[src/rtl/kugelblitz_patch_sched.sv]
// kugelblitz_patch_sched
// Round-robin update scheduler for the single byte-patch rule slot. New rules
// are parked in a shadow register and only committed between frames, so a
// frame never sees a mix of old and new rules. Also drives the per-beat hit
// strobe and keeps frame / patched-frame statistics.
module kugelblitz_patch_sched #(
  parameter int KEEP_WIDTH   = 64,
  parameter int OFFSET_WIDTH = $clog2(KEEP_WIDTH),
  parameter int BEAT_WIDTH   = 8,
  parameter int COUNT_WIDTH  = 32
) (
  input  logic                      clk,
  input  logic                      rst_n,
  input  logic [1:0]                req_valid,
  output logic [1:0]                req_ready,
  input  logic [1:0]                req_enable,
  input  logic [2*OFFSET_WIDTH-1:0] req_offset,
  input  logic [2*BEAT_WIDTH-1:0]   req_beat,
  input  logic [15:0]               req_data,
  input  logic                      mon_tvalid,
  input  logic                      mon_tready,
  input  logic                      mon_tlast,
  output logic                      patch_active,
  output logic [OFFSET_WIDTH-1:0]   patch_offset,
  output logic [7:0]                patch_data,
  output logic                      patch_hit,
  output logic                      pending,
  output logic [COUNT_WIDTH-1:0]    frame_count,
  output logic [COUNT_WIDTH-1:0]    patched_count
);

  typedef enum logic [0:0] {
    ST_IDLE    = 1'b0,
    ST_PENDING = 1'b1
  } state_e;

  localparam logic [BEAT_WIDTH-1:0]  BEAT_ZERO = {BEAT_WIDTH{1'b0}};
  localparam logic [BEAT_WIDTH-1:0]  BEAT_ONE  = {{(BEAT_WIDTH-1){1'b0}}, 1'b1};
  localparam logic [BEAT_WIDTH-1:0]  BEAT_MAX  = {BEAT_WIDTH{1'b1}};
  localparam logic [COUNT_WIDTH-1:0] CNT_ONE   = {{(COUNT_WIDTH-1){1'b0}}, 1'b1};

  state_e                  state_q, state_d;
  logic                    rr_q;
  logic                    sh_en_q;
  logic [OFFSET_WIDTH-1:0] sh_off_q;
  logic [BEAT_WIDTH-1:0]   sh_beat_q;
  logic [7:0]              sh_data_q;
  logic                    act_en_q;
  logic [OFFSET_WIDTH-1:0] act_off_q;
  logic [BEAT_WIDTH-1:0]   act_beat_q;
  logic [7:0]              act_data_q;
  logic [BEAT_WIDTH-1:0]   beat_cnt_q;
  logic                    hit_seen_q;
  logic [COUNT_WIDTH-1:0]  frame_cnt_q;
  logic [COUNT_WIDTH-1:0]  patched_cnt_q;

  logic gnt_idx_s;
  logic gnt_valid_s;
  logic accept_s;
  logic commit_s;
  logic acc_beat_s;
  logic hit_s;

  assign acc_beat_s = mon_tvalid & mon_tready;
  assign hit_s      = act_en_q & mon_tvalid & (beat_cnt_q == act_beat_q);

  // Round-robin grant: the pointed-to requester wins, otherwise the other one.
  always_comb begin
    gnt_idx_s   = rr_q;
    gnt_valid_s = 1'b0;
    if (req_valid[rr_q]) begin
      gnt_idx_s   = rr_q;
      gnt_valid_s = 1'b1;
    end else if (req_valid[~rr_q]) begin
      gnt_idx_s   = ~rr_q;
      gnt_valid_s = 1'b1;
    end else begin
      gnt_idx_s   = rr_q;
      gnt_valid_s = 1'b0;
    end
  end

  assign req_ready[0] = (state_q == ST_IDLE) & gnt_valid_s & ~gnt_idx_s;
  assign req_ready[1] = (state_q == ST_IDLE) & gnt_valid_s &  gnt_idx_s;

  // Next-state logic: accept one request, then hold it until a frame boundary.
  always_comb begin
    state_d  = state_q;
    accept_s = 1'b0;
    commit_s = 1'b0;
    case (state_q)
      ST_IDLE: begin
        if (gnt_valid_s) begin
          accept_s = 1'b1;
          state_d  = ST_PENDING;
        end else begin
          state_d  = ST_IDLE;
        end
      end
      ST_PENDING: begin
        // A first beat starting a multi-beat frame keeps the old rule.
        if (((beat_cnt_q == BEAT_ZERO) & ~acc_beat_s) | (acc_beat_s & mon_tlast)) begin
          commit_s = 1'b1;
          state_d  = ST_IDLE;
        end else begin
          state_d  = ST_PENDING;
        end
      end
      default: begin
        state_d = ST_IDLE;
      end
    endcase
  end

  // State register.
  always_ff @(posedge clk or negedge rst_n) begin
    if (!rst_n) begin
      state_q <= ST_IDLE;
    end else begin
      state_q <= state_d;
    end
  end

  // Capture the granted request into the shadow slot and advance the pointer.
  always_ff @(posedge clk or negedge rst_n) begin
    if (!rst_n) begin
      rr_q      <= 1'b0;
      sh_en_q   <= 1'b0;
      sh_off_q  <= {OFFSET_WIDTH{1'b0}};
      sh_beat_q <= BEAT_ZERO;
      sh_data_q <= 8'h00;
    end else if (accept_s) begin
      rr_q      <= ~gnt_idx_s;
      sh_en_q   <= req_enable[gnt_idx_s];
      sh_off_q  <= gnt_idx_s ? req_offset[2*OFFSET_WIDTH-1:OFFSET_WIDTH] : req_offset[OFFSET_WIDTH-1:0];
      sh_beat_q <= gnt_idx_s ? req_beat[2*BEAT_WIDTH-1:BEAT_WIDTH] : req_beat[BEAT_WIDTH-1:0];
      sh_data_q <= gnt_idx_s ? req_data[15:8] : req_data[7:0];
    end
  end

  // Move the shadow rule into the active slot at a frame boundary.
  always_ff @(posedge clk or negedge rst_n) begin
    if (!rst_n) begin
      act_en_q   <= 1'b0;
      act_off_q  <= {OFFSET_WIDTH{1'b0}};
      act_beat_q <= BEAT_ZERO;
      act_data_q <= 8'h00;
    end else if (commit_s) begin
      act_en_q   <= sh_en_q;
      act_off_q  <= sh_off_q;
      act_beat_q <= sh_beat_q;
      act_data_q <= sh_data_q;
    end
  end

  // Track beat position within the frame and whether the frame was patched.
  always_ff @(posedge clk or negedge rst_n) begin
    if (!rst_n) begin
      beat_cnt_q <= BEAT_ZERO;
      hit_seen_q <= 1'b0;
    end else if (acc_beat_s) begin
      if (mon_tlast) begin
        beat_cnt_q <= BEAT_ZERO;
        hit_seen_q <= 1'b0;
      end else begin
        if (beat_cnt_q != BEAT_MAX) begin
          beat_cnt_q <= beat_cnt_q + BEAT_ONE;
        end
        if (hit_s) begin
          hit_seen_q <= 1'b1;
        end
      end
    end
  end

  // Frame statistics, updated on each accepted end-of-frame beat; both wrap.
  always_ff @(posedge clk or negedge rst_n) begin
    if (!rst_n) begin
      frame_cnt_q   <= {COUNT_WIDTH{1'b0}};
      patched_cnt_q <= {COUNT_WIDTH{1'b0}};
    end else if (acc_beat_s & mon_tlast) begin
      frame_cnt_q <= frame_cnt_q + CNT_ONE;
      if (hit_seen_q | hit_s) begin
        patched_cnt_q <= patched_cnt_q + CNT_ONE;
      end
    end
  end

  assign patch_active  = act_en_q;
  assign patch_offset  = act_off_q;
  assign patch_data    = act_data_q;
  assign patch_hit     = hit_s;
  assign pending       = (state_q == ST_PENDING);
  assign frame_count   = frame_cnt_q;
  assign patched_count = patched_cnt_q;

endmodule
[config.mk]
export PLATFORM = sky130hd
export DESIGN_NAME = kugelblitz_patch_sched
export DESIGN_NICKNAME = d
export VERILOG_FILES = /design/src/rtl/kugelblitz_patch_sched.sv
export SDC_FILE = /design/constraint.sdc
export NUM_CORES = 1
export LEC_CHECK = 0
export ABC_AREA = 0
export ABC_CLOCK_PERIOD_IN_PS = 1790
export CAP_MARGIN = 20
export CORE_MARGIN = 10
export CORE_UTILIZATION = 40
export CTS_CLUSTER_DIAMETER = 100
export DETAILED_ROUTE_END_ITERATION = 8
export GPL_ROUTABILITY_DRIVEN = 0
export HOLD_SLACK_MARGIN = 0.03
export PLACE_DENSITY = 0.72
export SKIP_LAST_GASP = 1
export SLEW_MARGIN = 20
export SYNTH_ARGS = -nofsm -noshare
export SYNTH_HDL_FRONTEND = slang
export SYNTH_SLANG_ARGS = --single-unit
[constraint.sdc]
create_clock -name clk -period 1.79 [get_ports clk]
set_input_delay 0.358 -clock clk [delete_from_list [all_inputs] [get_ports clk]]
set_output_delay 0.358 -clock clk [all_outputs]
set_load 0.01 [all_outputs]
==> impl_metrics.prom <==
# TYPE chip_impl_metric gauge
chip_impl_info{name="outcome",value="complete, but fails checks"} 1
chip_impl_info{name="failed_checks",value="negative setup slack"} 1
chip_impl_metric{name="detailedPlacementHpwl",unit="µm"} 10900
chip_impl_metric{name="wire_length_of_the_first_global_routing_pass",unit="µm"} 26900
chip_impl_metric{name="synth_seq_cells",unit=""} 121
chip_impl_metric{name="htreeDepth",unit=""} 4
chip_impl_metric{name="maximum_number_of_buffers_from_clock_root_to_sink",unit=""} 2
chip_impl_metric{name="grt_start_max_net_pins",unit=""} 66
chip_impl_metric{name="drt_iter0_markers",unit=""} 305
chip_impl_metric{name="max-cap-violations",unit=""} 0
chip_impl_metric{name="number_of_global_route_vias_before_repair",unit=""} 5157
chip_impl_metric{name="total_power",unit="mW"} 9.63
chip_impl_metric{name="max_rail_drop_vdd",unit="µV"} 881
chip_impl_info{name="crit_start_category",value="flop"} 1
chip_impl_metric{name="final_layout_size_suffix_gt1_share",unit="%"} 30.3
chip_impl_metric{name="asyncSetResetFlopFracSynth",unit="%"} 100
chip_impl_metric{name="fillCellCount",unit=""} 1014
chip_impl_metric{name="worst_setup_hold_path_clk_slew",unit="ns"} 0.05
chip_impl_metric{name="grt_usage",unit="%"} 16.8
chip_impl_metric{name="io-pin-count",unit=""} 136
chip_impl_metric{name="numPortBuffers",unit=""} 135
chip_impl_metric{name="cts_num_sinks",unit=""} 121
chip_impl_metric{name="grt_antenna_before_repair",unit=""} 0
chip_impl_metric{name="clock_skew",unit="ns"} 0.00943
chip_impl_metric{name="diodes_inserted",unit=""} 0
chip_impl_info{name="critical_path.cell_chain",value="xor2_2, nor4_4, and3_4, buf_6"} 1
chip_impl_metric{name="rows",unit=""} 43
chip_impl_info{name="cpLargestDelayFamily",value="simple AND/OR/NAND/NOR gates"} 1
chip_impl_metric{name="synth_enable_flop_cells",unit=""} 0
chip_impl_metric{name="route.final.wire_length",unit="µm"} 16300
chip_impl_metric{name="die_area",unit="µm²"} 19300
chip_impl_metric{name="nNetsFinal",unit=""} 770
chip_impl_metric{name="worst_pin_slew",unit="ns"} 0.422
chip_impl_metric{name="synth_warnings",unit=""} 0
chip_impl_metric{name="detail_route.first_pass.iterations",unit=""} 5
chip_impl_info{name="endpoint_type_of_the_worst_setup_path",value="primary output"} 1
chip_impl_metric{name="crit_path_dat",unit="ns"} 1.69
chip_impl_metric{name="postRouteAntennaNets",unit=""} 0
chip_impl_metric{name="worst_skew_pair.late_latency",unit="ns"} 0.42
chip_impl_metric{name="dr_total_vias",unit=""} 4696
chip_impl_metric{name="die_width",unit="µm"} 139
chip_impl_metric{name="final-max-slew-violation-count",unit=""} 0
chip_impl_metric{name="setup_tns",unit="ns"} -7.67
chip_impl_metric{name="critical_path.max_fanout",unit=""} 2
chip_impl_metric{name="post-route-worst-setup-slack",unit="ns"} -0.257
chip_impl_metric{name="final-setup-viol-count",unit=""} 55
chip_impl_info{name="yosys_most_used_dff",value="sky130_fd_sc_hd__dfrtp_1"} 1
chip_impl_metric{name="initial_core_util",unit="%"} 40.8
chip_impl_metric{name="area.growth.synth_to_final",unit="%"} 61.6
chip_impl_metric{name="drc",unit=""} 0
chip_impl_metric{name="cts_buffers",unit=""} 17
chip_impl_metric{name="finalCriticalPeriod",unit="ns"} 2.05
chip_impl_metric{name="syn_nets",unit=""} 542
chip_impl_metric{name="timing.critical_path.required",unit="ns"} 1.43
chip_impl_metric{name="global_route.overflow_total",unit=""} 0
chip_impl_info{name="crit_path_top_delay_cell",value="sky130_fd_sc_hd__dfrtp_1"} 1
chip_impl_metric{name="power.density",unit="nW/µm²"} 1060
chip_impl_metric{name="holdWs",unit="ns"} 0.372
chip_impl_metric{name="final_hold_viol_count",unit=""} 0
chip_impl_metric{name="synth_cell_type_count",unit=""} 40
chip_impl_metric{name="mappedNetlistArea",unit="µm²"} 5640
chip_impl_info{name="timing.setup.critical_path_class",value="flop to primary output"} 1
chip_impl_info{name="cts_tree",value="yes"} 1
chip_impl_info{name="root_buffer",value="sky130_fd_sc_hd__clkbuf_16"} 1
chip_impl_metric{name="max_stage_delay",unit="ns"} 0.41
chip_impl_metric{name="die_h",unit="µm"} 139
chip_impl_info{name="rsz0062_at_grt",value="true"} 1
chip_impl_metric{name="fmaxAchievable",unit="GHz"} 0.488
chip_impl_info{name="classification_of_the_worst_slack_hold_path",value="input port to asynchronous set/reset pin"} 1
chip_impl_metric{name="yosys.area.top_type_share",unit="%"} 53.7
chip_impl_metric{name="synthesis.area_per_instance",unit="µm²"} 11.6
chip_impl_metric{name="postSynthCellCount",unit=""} 485
chip_impl_info{name="synth_top_area_cell",value="sky130_fd_sc_hd__dfrtp_1"} 1
chip_impl_info{name="synth_top_cells_by_area",value="sky130_fd_sc_hd__dfrtp_1 54%, sky130_fd_sc_hd__xor2_1 6.4%, sky130_fd_sc_hd__mux2_2 4.8%, sky130_fd_sc_hd__xnor2_1 4.7%, sky130_fd_sc_hd__a222oi_1 4.1%"} 1
chip_impl_metric{name="vias_per_cell",unit=""} 5.18
chip_impl_metric{name="max_slew_margin",unit="%"} 71.9
chip_impl_metric{name="core_area",unit="µm²"} 13800
chip_impl_metric{name="path_buf_inv",unit=""} 1
chip_impl_metric{name="yosysSeqAreaShare",unit="%"} 53.7
chip_impl_metric{name="finalCritPeriodShare",unit="%"} 114
chip_impl_metric{name="detail_route.wl_per_cell",unit="µm"} 18.0
chip_impl_metric{name="power.static_leakage",unit="nW"} 4.64
registers in the layout, indices dropped and copies added (netlist names), 6 cells and up:
register       cells
patched_count     32
sh_data_q          8
sh_beat_q          8
frame_count       32
patch_offset       6
act_beat_q         8
sh_off_q           6
patch_data         8
beat_cnt_q         8
power breakdown:
part | leakage (nW) | switching (mW) | internal, mW
Combinational | 2.80 | 1.13 | 1.38
Clock | 0.291 | 1.18 | 2.20
Sequential | 1.54 | 0.400 | 3.34
Total | 4.64 | 2.71 | 6.92
layer usage:
metal  part of all wire (%)  global-route usage (%)  vias to the layer above
li1                       -                       -                     2196
met1                     41                    19.1                     2327
met2                     50                    28.4                      156
met3                    7.7                    6.64                       17
met4                    1.2                    5.22                        0
met5                      0                       0                        -
layout by cell type (no fill, tap or decap), types with 7 or more instances in the layout:
cell type / instances
sky130_fd_sc_hd__buf_6: 7
sky130_fd_sc_hd__clkdlybuf4s50_1: 96
sky130_fd_sc_hd__xor2_1: 40
sky130_fd_sc_hd__buf_4: 77
sky130_fd_sc_hd__nand2_1: 34
sky130_fd_sc_hd__dfrtp_1: 116
sky130_fd_sc_hd__nor4_4: 15
sky130_fd_sc_hd__nor2_1: 18
sky130_fd_sc_hd__xnor2_1: 29
sky130_fd_sc_hd__clkbuf_16: 17
sky130_fd_sc_hd__dlygate4sd2_1: 16
sky130_fd_sc_hd__buf_12: 8
sky130_fd_sc_hd__nand4_1: 14
sky130_fd_sc_hd__dlymetal6s2s_1: 19
sky130_fd_sc_hd__nand3_1: 22
sky130_fd_sc_hd__a222oi_1: 23
sky130_fd_sc_hd__a2111oi_4: 10
sky130_fd_sc_hd__clkinv_2: 7
sky130_fd_sc_hd__mux2_2: 23
sky130_fd_sc_hd__inv_1: 40
path summary, 6_finish.rpt:
path                                              from                             to  slack (ns)  depth (start not counted)
min                                              rst_n  patched_count[16]$_DFFE_PN0P_        0.37                          2
max reg2reg                  act_beat_q[1]$_DFFE_PN0P_  patched_count[29]$_DFFE_PN0P_       -0.25                          6
max in group asynchronous                        rst_n      patch_data[6]$_DFFE_PN0P_        0.77                          3
min reg2reg                frame_count[27]$_DFFE_PN0P_    frame_count[27]$_DFFE_PN0P_        0.48                          1
max                          act_beat_q[1]$_DFFE_PN0P_                      patch_hit       -0.26                          4
min in group clk           frame_count[27]$_DFFE_PN0P_    frame_count[27]$_DFFE_PN0P_        0.48                          1
kinds of logic (layout without fill, tap and decap cells):
group / Yosys count / count (layout) / share of synthesized area [%]
AOI/OAI and AO/OA: 52 / 52 / 8.81
xor gates and xnor gates: 71 / 71 / 11.0
adders and majority gates: 4 / 4 / 0.887
buffers and inverters: 63 / 304 / 4.48
DFF: 121 / 121 / 53.7
muxes: 24 / 24 / 4.79
and+or+nand+nor: 150 / 150 / 16.3
Yosys cell counts, drive strengths merged (2+ instances only):
library cell / number
a211oi: 2
a2111oi: 10
nand3: 25
and3: 7
nor4b: 2
a31oi: 2
nand4: 16
a21oi: 6
mux2: 24
and4: 6
a222oi: 23
xnor2: 30
xor2: 41
dfrtp: 121
o31ai: 2
nor3: 14
ha: 4
nor2: 19
nand2: 38
inv: 42
and2: 3
buf: 12
o21ai: 4
clkbuf: 9
nor4: 15
cell type report:
type | instances | area, µm² | area share [%]
repair buffers | 230 | 2270 | 24.9
well taps | 180 | 225 | 2.47
multi-input cells | 301 | 2840 | 31.2
inverters | 42 | 160 | 1.76
clock buffers | 22 | 454 | 4.98
flip-flops and latches | 121 | 3030 | 33.3
clock inverters | 10 | 125 | 1.37
worst reg2reg max path, stage by stage (launching register included):
cell and delay [ns]:
sky130_fd_sc_hd__dfrtp_1 0.41, sky130_fd_sc_hd__xor2_2 0.20, sky130_fd_sc_hd__nor4_4 0.32, sky130_fd_sc_hd__buf_4 0.19
sky130_fd_sc_hd__a31oi_4 0.18, sky130_fd_sc_hd__or4_4 0.48, sky130_fd_sc_hd__xnor2_2 0.15
per-stage QoR:
step           utilization [%]  instance area (µm²)  setup WS [ns]  cells
2_1_floorplan                -                 5690        -0.0660    485
3_3_place_gp              56.4                 7800         -0.385    849
3_5_place_dp              56.4                 7800         -0.427    849
4_1_cts                   64.0                 8850         -0.262    891
5_1_grt                   65.9                 9110         -0.312    906
6_report                  65.9                 9110         -0.257    906
timing repair:
action	4_1_cts	5_1_grt
pin swaps	22	45
setup buffers	5	15
gates resized for setup	84	49
endpoints found under the setup margin	77	97
hold buffers	1	0
hold endpoints to repair	18	0
gates cloned	4	0
No activity file was read; power rests on OpenSTA's default activity.
